**src/rtl/hippo_rvfi_pkg.sv**
```systemverilog
// Shared types for the RVFI retirement monitor: error codes, monitor states
// and the packed trace record pushed into the drain FIFO.
package hippo_rvfi_pkg;

    localparam int REC_W = 84;

    typedef enum logic [3:0] {
        ERR_NONE  = 4'd0,
        ERR_ORDER = 4'd1,
        ERR_PC    = 4'd2,
        ERR_RS1   = 4'd3,
        ERR_RS2   = 4'd4,
        ERR_RD0   = 4'd5,
        ERR_WMASK = 4'd6
    } err_code_t;

    typedef enum logic [1:0] {
        ST_FIRST,
        ST_RUN,
        ST_HALTED,
        ST_ERROR
    } mon_state_t;

    typedef struct packed {
        logic [15:0] order;
        logic [31:0] pc;
        logic [31:0] insn;
        logic [3:0]  err;
    } trace_rec_t;

endpackage

```
**src/rtl/hippo_rvfi_fifo.sv**
```systemverilog
// Synchronous first-word-fall-through FIFO for trace records.
// A push while full is accepted only when a pop frees a slot in the same cycle.
module hippo_rvfi_fifo #(
    parameter int Width = 84,
    parameter int Depth = 8
) (
    input  logic             clk_i,
    input  logic             rst_i,
    input  logic             push_i,
    input  logic [Width-1:0] data_i,
    output logic             full_o,
    input  logic             pop_i,
    output logic [Width-1:0] data_o,
    output logic             empty_o
);

    localparam int AW = $clog2(Depth);

    logic [Width-1:0] mem_q [Depth];
    logic [AW-1:0]    wrPtr_q;
    logic [AW-1:0]    rdPtr_q;
    logic [AW:0]      count_q;
    logic             doPush;
    logic             doPop;

    assign empty_o = (count_q == '0);
    assign full_o  = (count_q == (AW+1)'(Depth));
    assign data_o  = mem_q[rdPtr_q];
    assign doPop   = pop_i && !empty_o;
    assign doPush  = push_i && (!full_o || doPop);

    // Storage array is written on accepted pushes; contents need no reset.
    always_ff @(posedge clk_i) begin
        if (doPush) begin
            mem_q[wrPtr_q] <= data_i;
        end
    end

    // Pointers and occupancy; simultaneous push and pop leave the count unchanged.
    always_ff @(posedge clk_i) begin
        if (rst_i) begin
            wrPtr_q <= '0;
            rdPtr_q <= '0;
            count_q <= '0;
        end else begin
            if (doPush) begin
                wrPtr_q <= wrPtr_q + AW'(1);
            end
            if (doPop) begin
                rdPtr_q <= rdPtr_q + AW'(1);
            end
            case ({doPush, doPop})
                2'b10:   count_q <= count_q + (AW+1)'(1);
                2'b01:   count_q <= count_q - (AW+1)'(1);
                default: count_q <= count_q;
            endcase
        end
    end

endmodule

```
**src/rtl/hippo_rvfi_monitor.sv**
```systemverilog
// RVFI retirement stream consumer: shadow register file, per-beat consistency
// checks with first-error latching, and a trace record FIFO drained by valid/ready.
module hippo_rvfi_monitor
    import hippo_rvfi_pkg::*;
#(
    parameter int          FifoDepth = 8,
    parameter logic [31:0] ResetPc   = 32'h0,
    parameter logic [31:0] RegMask   = 32'hFFFFFFE6
) (
    input  logic              clk_i,
    input  logic              rst_i,
    input  logic              rvfi_valid,
    input  logic [63:0]       rvfi_order,
    input  logic [31:0]       rvfi_insn,
    input  logic              rvfi_halt,
    input  logic [4:0]        rvfi_rs1_addr,
    input  logic [4:0]        rvfi_rs2_addr,
    input  logic [31:0]       rvfi_rs1_rdata,
    input  logic [31:0]       rvfi_rs2_rdata,
    input  logic [4:0]        rvfi_rd_addr,
    input  logic [31:0]       rvfi_rd_wdata,
    input  logic [31:0]       rvfi_pc_rdata,
    input  logic [31:0]       rvfi_pc_wdata,
    output logic              rec_valid_o,
    input  logic              rec_ready_i,
    output logic [REC_W-1:0]  rec_data_o,
    output logic              err_o,
    output logic [3:0]        err_code_o,
    output logic [63:0]       err_order_o,
    output logic [31:0]       retired_o,
    output logic              halted_o,
    output logic              overflow_o
);

    mon_state_t  state_q;
    mon_state_t  state_d;
    logic [31:0] shadow_q [32];
    logic [63:0] lastOrder_q;
    logic [31:0] lastPcW_q;
    logic [31:0] retired_q;
    logic        halted_q;
    logic        err_q;
    err_code_t   errCode_q;
    logic [63:0] errOrder_q;
    logic        overflow_q;

    logic        beatActive;
    err_code_t   errCode;
    logic [31:0] rs1Val;
    logic [31:0] rs2Val;
    logic        pcBad;
    trace_rec_t  rec;
    logic        fifoFull;
    logic        fifoEmpty;
    logic        recPop;

    assign beatActive = rvfi_valid && (state_q == ST_FIRST || state_q == ST_RUN);
    assign recPop     = rec_valid_o && rec_ready_i;

    // Classify the incoming beat against pre-beat state; earlier checks win.
    always_comb begin
        errCode = ERR_NONE;
        rs1Val  = RegMask[rvfi_rs1_addr] ? shadow_q[rvfi_rs1_addr] : 32'd0;
        rs2Val  = RegMask[rvfi_rs2_addr] ? shadow_q[rvfi_rs2_addr] : 32'd0;
        pcBad   = (state_q == ST_FIRST) ? (rvfi_pc_rdata != ResetPc)
                                        : (rvfi_pc_rdata != lastPcW_q);
        if (state_q == ST_RUN && rvfi_order <= lastOrder_q) begin
            errCode = ERR_ORDER;
        end else if (pcBad) begin
            errCode = ERR_PC;
        end else if (rvfi_rs1_rdata != rs1Val) begin
            errCode = ERR_RS1;
        end else if (rvfi_rs2_rdata != rs2Val) begin
            errCode = ERR_RS2;
        end else if (rvfi_rd_addr == 5'd0 && rvfi_rd_wdata != 32'd0) begin
            errCode = ERR_RD0;
        end else if (!RegMask[rvfi_rd_addr] && rvfi_rd_wdata != 32'd0) begin
            errCode = ERR_WMASK;
        end
    end

    // Next monitor state: an error takes precedence over a halt on the same beat.
    always_comb begin
        state_d = state_q;
        if (beatActive) begin
            if (errCode != ERR_NONE) begin
                state_d = ST_ERROR;
            end else if (rvfi_halt) begin
                state_d = ST_HALTED;
            end else begin
                state_d = ST_RUN;
            end
        end
    end

    // Compact trace record built from the beat and its check result.
    always_comb begin
        rec.order = rvfi_order[15:0];
        rec.pc    = rvfi_pc_rdata;
        rec.insn  = rvfi_insn;
        rec.err   = errCode;
    end

    // Shadow register file follows every processed beat, erroring or not.
    always_ff @(posedge clk_i) begin
        if (rst_i) begin
            for (int i = 0; i < 32; i++) begin
                shadow_q[i] <= 32'd0;
            end
        end else if (beatActive && rvfi_rd_addr != 5'd0 && RegMask[rvfi_rd_addr]) begin
            shadow_q[rvfi_rd_addr] <= rvfi_rd_wdata;
        end
    end

    // Monitor state plus registered status outputs, sticky flags and counters.
    always_ff @(posedge clk_i) begin
        if (rst_i) begin
            state_q     <= ST_FIRST;
            lastOrder_q <= 64'd0;
            lastPcW_q   <= 32'd0;
            retired_q   <= 32'd0;
            halted_q    <= 1'b0;
            err_q       <= 1'b0;
            errCode_q   <= ERR_NONE;
            errOrder_q  <= 64'd0;
            overflow_q  <= 1'b0;
        end else begin
            state_q <= state_d;
            if (beatActive) begin
                lastOrder_q <= rvfi_order;
                lastPcW_q   <= rvfi_pc_wdata;
                retired_q   <= retired_q + 32'd1;
                if (rvfi_halt) begin
                    halted_q <= 1'b1;
                end
                if (errCode != ERR_NONE) begin
                    err_q      <= 1'b1;
                    errCode_q  <= errCode;
                    errOrder_q <= rvfi_order;
                end
                if (fifoFull && !recPop) begin
                    overflow_q <= 1'b1;
                end
            end
        end
    end

    hippo_rvfi_fifo #(
        .Width (REC_W),
        .Depth (FifoDepth)
    ) u_fifo (
        .clk_i   (clk_i),
        .rst_i   (rst_i),
        .push_i  (beatActive),
        .data_i  (rec),
        .full_o  (fifoFull),
        .pop_i   (recPop),
        .data_o  (rec_data_o),
        .empty_o (fifoEmpty)
    );

    assign rec_valid_o = !fifoEmpty;
    assign err_o       = err_q;
    assign err_code_o  = errCode_q;
    assign err_order_o = errOrder_q;
    assign retired_o   = retired_q;
    assign halted_o    = halted_q;
    assign overflow_o  = overflow_q;

endmodule

```
**config.mk**
```make
export PLATFORM = sky130hd
export DESIGN_NAME = hippo_rvfi_monitor
export DESIGN_NICKNAME = d
export VERILOG_FILES = /design/src/rtl/hippo_rvfi_pkg.sv /design/src/rtl/hippo_rvfi_fifo.sv /design/src/rtl/hippo_rvfi_monitor.sv
export SDC_FILE = /design/constraint.sdc
export NUM_CORES = 2
export LEC_CHECK = 0
export CAP_MARGIN = 20
export CELL_PAD_IN_SITES_DETAIL_PLACEMENT = 1
export CELL_PAD_IN_SITES_GLOBAL_PLACEMENT = 2
export CORE_UTILIZATION = 48
export DETAILED_ROUTE_END_ITERATION = 10
export PLACE_DENSITY_LB_ADDON = 0.1
export REMOVE_ABC_BUFFERS = 1
export SYNTH_ARGS = -nofsm -noshare
export SYNTH_HDL_FRONTEND = slang
export SYNTH_SLANG_ARGS = --single-unit
```
**constraint.sdc**
```tcl
create_clock -name clk_i -period 15.45 [get_ports clk_i]
set_clock_uncertainty 0.1 [all_clocks]
set_input_delay 2.3175 -clock clk_i [delete_from_list [all_inputs] [get_ports clk_i]]
set_output_delay 2.3175 -clock clk_i [all_outputs]
set_load 0.02 [all_outputs]
```
==> results by stage <==
Drt:
- For this block, the via count after detailed routing is 59300.
- In this run the remaining antenna-violating nets after routing total 0.
- In this run, the number of DRC markers left after iteration 0 of detailed routing was 7948.
- In the routed layout, each cell is associated on average with a via count of 6.51.
- The remaining design rule violation count is 0.
- The final wirelength is 332000 um.
- Before antenna repair, the detailed router went through 6 iterations.
- The average wire per standard cell is between 30 and 40 um.

Global route:
- The largest net degree at the start of global routing is 115.
- The via count of the first global-routing pass is 60300.
- The remaining global-route overflow is 0.
- The first global-routing pass estimated 462000 um of wire.
- The total routing usage reported by global routing is 34.5%.
- The initial antenna violation count is 39.

Timing:
- Setup repair after global routing left no endpoint under its margin.
- The post-route fraction of the period consumed by the critical path is between 50% and 60%.
- The max-slew violation count is 0.
- The tightest slew margin relative to the limit is 10.6%.
- Static timing analysis puts the maximum clock frequency at 119 MHz.
- Summed over all failing endpoints, the final setup total negative slack is 0 ns.
- The total of endpoints with negative setup slack in the final report is 0.
- The post-layout minimum cycle time is ~8.4 ns.
- The final number of hold-violating endpoints is 0.
- For the pin with the worst max-slew slack, the measured transition is 1.34 ns.

Floorplan:
- The width of the die is 437 um.
- The die is approximately 440 um tall.
- The I/O pin total is around 460.
- The die footprint is 191000 um^2.
- The total area inside the core boundary comes to ~190000 um^2.
- In this run the core area contains 159 standard-cell rows.
- The starting density of the core is between 40% and 50%.

Layout:
- The fill cell instance count of the final layout is about 18000.
- Relative to the synthesized area, the layout overhead comes to 16.2%.
- In the final layout, the share of cells above drive strength 1 is 19.9%.
- After the last flow step, the layout net total stands at just under 7000.
- After routing the design area is 105000 um^2.

Worst setup path:
- STA puts the critical path data arrival time at 9.05 ns.
- The critical path class is primary input to flip-flop.
- The worst setup path is captured at a flip-flop.
- The category of the worst setup path launch point is a primary input.
- The endpoint required time on the critical path is between 15 and 20 ns.
- In this run the worst path has a maximum fanout of just over 50.

Synthesis:
- The commonest register cell after synthesis is sky130_fd_sc_hd__edfxtp_1.
- For this run, the number of Yosys warnings is 0.
- sky130_fd_sc_hd__edfxtp_1 is the most common cell in the netlist.
- The biggest area contributor in the post-synthesis netlist is sky130_fd_sc_hd__edfxtp_1.
- The share of async-settable or async-resettable flops after synthesis is 0%.
- In this run, synthesis produced a sequential element count of 1901.
- The sequential share of the synthesized area is between 60% and 70%.
- Ranked by total cell area, the synthesized netlist is headed by sky130_fd_sc_hd__edfxtp_1 (56%), sky130_fd_sc_hd__mux4_2 (15%), sky130_fd_sc_hd__and2_1 (6.7%).
- Summed over its instances, the top area cell type makes up 55.9% of the synthesized netlist area.
- In this run, synthesis inferred 1688 flip-flops with an integrated enable.
- The cell count after synthesis is 5995.
- Each instance of the synthesized netlist takes up on average around 15 um^2.
- The synthesized netlist contains 82 unique library cells.
- Counting instances in the post-synthesis netlist gives the leading cell types as sky130_fd_sc_hd__edfxtp_1 (1688), sky130_fd_sc_hd__and2_1 (972), sky130_fd_sc_hd__mux4_2 (614).
- The cell area that synthesis handed to floorplanning was approximately 91000 um^2.

Clocking:
- Buffers inserted during clock tree synthesis total roughly 210.
- The cell chosen for the clock root is sky130_fd_sc_hd__clkbuf_16.
- The total clock sinks is 1901.
- The clock input transition at the sequential cells of the worst setup and hold paths is about 0.06 ns.
- The number of buffers inserted for hold repair after clock tree synthesis is 0.
- TritonCTS built the clock tree.
- Once the clock tree was built, the setup fixing pass inserted 0 buffers.
- The number of buffers on the longest clock path is 3.
- The total number of H-tree levels is 4.
- Gates resized during post-CTS repair numbered 0.
- The clock latency of the later-clocked register in the worst-skew pair is 0.88 ns.

Placement:
- The final weighted congestion of routability-driven global placement is between 0.9 and 1.
- The placed instance area is roughly 100000 um^2.
- Buffers placed on the I/O ports in this run total 461.
- The detailed-placement wirelength estimate is between 150000 and 200000 um.

Pwr:
- Combinational cells account for between 10% and 20% of the total power.
- The relative contribution of sequential cells to total power is 45.8%.
- For this design the total switching power over the nets is between 0.003 and 0.004 W.
- Cell internal power was estimated by the tool at 0.00947 W.
- Net switching is 26.2% of the power.
- The fraction of power consumed by the clock network is ~39%.
- VDD sags by at most 0.125 mV.
- In this run the power density over the cells is 122 nW/um^2.
- The power after layout is 0.0128 W.
- The standby leakage power is 36.7 nW.

Min path:
- The worst min-delay path class is flip-flop to flip-flop.

Flow run:
- The max-cap violation count is 0.

Outcome:
- The run finished with clean final reports.
## sequential cells by signal (all words and copies together), names as in the netlist, named ones only
name / cells
err_code_o: 3
err_o: 1
err_order_o: 64
halted_o: 1
lastOrder_q: 64
lastPcW_q: 32
overflow_o: 1
retired_o: 32
shadow_q: 1024
state_q: 2
u_fifo.count_q: 4
u_fifo.mem_q: 664
u_fifo.rdPtr_q: 3
u_fifo.wrPtr_q: 3
## area by class of cell
cell class	instances	area, um^2	area share [%]
Inverter	87	332	0.315
Multi-Input combinational cell	3581	34000	32.3
Clock inverter	127	1280	1.22
Clock buffer	255	5450	5.18
Timing Repair Buffer	643	6150	5.84
Sequential cell	1901	55000	52.2
Antenna cell	17	42.5	0.0404
Tap cell	2495	3120	2.96
## per-layer routing
layer | share of wire, % | GRT usage, % | vias to the layer above | routed length, um
li1 | - | - | 23700 | -
met1 | 37 | 44.6 | 31100 | 122000
met2 | 47 | 54.8 | 3614 | 156000
met3 | 10 | 7.31 | 816 | 34300
met4 | 5.8 | 18.4 | 8 | 19300
met5 | 0.016 | 0 | - | 52
## layout by cell type, fill, tap and decap left out, drive strengths merged, types with 22 or more instances in the layout
master         count
xnor2             59
dfxtp            213
o21ai             49
clkbuf           258
mux2i            294
ha                76
xor2              51
inv               95
a22oi             83
nor2             115
nand4             49
buf              189
nor3              31
mux4             614
conb              66
mux2             106
and2             973
a21o              29
nor2b             22
a21oi            150
nand2            443
a31oi             29
nand3             65
edfxtp          1688
clkdlybuf4s50    450
clkinv            86
nor4              28
## worst max-delay path, stage by stage
cell and delay (ns):
sky130_fd_sc_hd__buf_8 0.40, sky130_fd_sc_hd__buf_4 0.79, sky130_fd_sc_hd__buf_4 0.91, sky130_fd_sc_hd__mux4_2 0.61, sky130_fd_sc_hd__mux2i_1 0.23, sky130_fd_sc_hd__o32ai_1 0.17
sky130_fd_sc_hd__o21a_1 0.26, sky130_fd_sc_hd__o211a_1 0.22, sky130_fd_sc_hd__a211oi_1 0.65, sky130_fd_sc_hd__nor4_1 0.17, sky130_fd_sc_hd__and4_1 0.35, sky130_fd_sc_hd__a41oi_4 0.23
sky130_fd_sc_hd__buf_4 0.49, sky130_fd_sc_hd__buf_4 0.66, sky130_fd_sc_hd__mux2i_1 0.28
## cell families (layout without fill, tap and decap cells)
logic type	Yosys count	in the layout	share of synthesized area, %
flip-flops	1901	1901	60.6
AND/OR/NAND/NOR	1822	1822	11.0
multiplexers	1014	1014	19.8
buffers and inverters	578	1112	2.78
AO/OA/AOI/OAI	492	492	3.63
XOR/XNOR	110	110	1.06
adder cells (fa/ha/maj)	77	77	1.07
other	1	83	0.00414
## worst paths after layout
check,start,endpoint,slack [ns],depth (start not counted)
min,lastOrder_q[34],lastOrder_q[34],0.35,2
max,rvfi_rs1_addr[0],err_order_o[62],7.07,15
min reg2reg,lastOrder_q[34],lastOrder_q[34],0.35,2
max reg2reg,shadow_q[30][2],err_o,10.30,13
## per-stage QoR
step           utilization [%]  setup WS (ns)  hold slack (ns)  std cells
3_5_place_dp              52.5           6.36            0.348       8702
5_1_grt                   56.1           6.83            0.371       9094
6_report                  56.2           7.07            0.353       9106
4_1_cts                   56.1           7.24            0.355       9084
3_3_place_gp              52.4           5.90            0.341       8697
2_1_floorplan                -           4.14            0.330       5569
## power groups by stage
stage / Clock [W] / Sequential, W / Combinational, W
finish: 0.00498 / 0.00588 / 0.00198
CTS: 0.00503 / 0.00588 / 0.00198
floorplan: 0 / 0.00605 / 0.00110
global route: 0.00521 / 0.00590 / 0.00207
global placement: 0 / 0.00597 / 0.00193
detailed placement: 0 / 0.00599 / 0.00197
No activity file was read; power rests on OpenSTA's default activity.
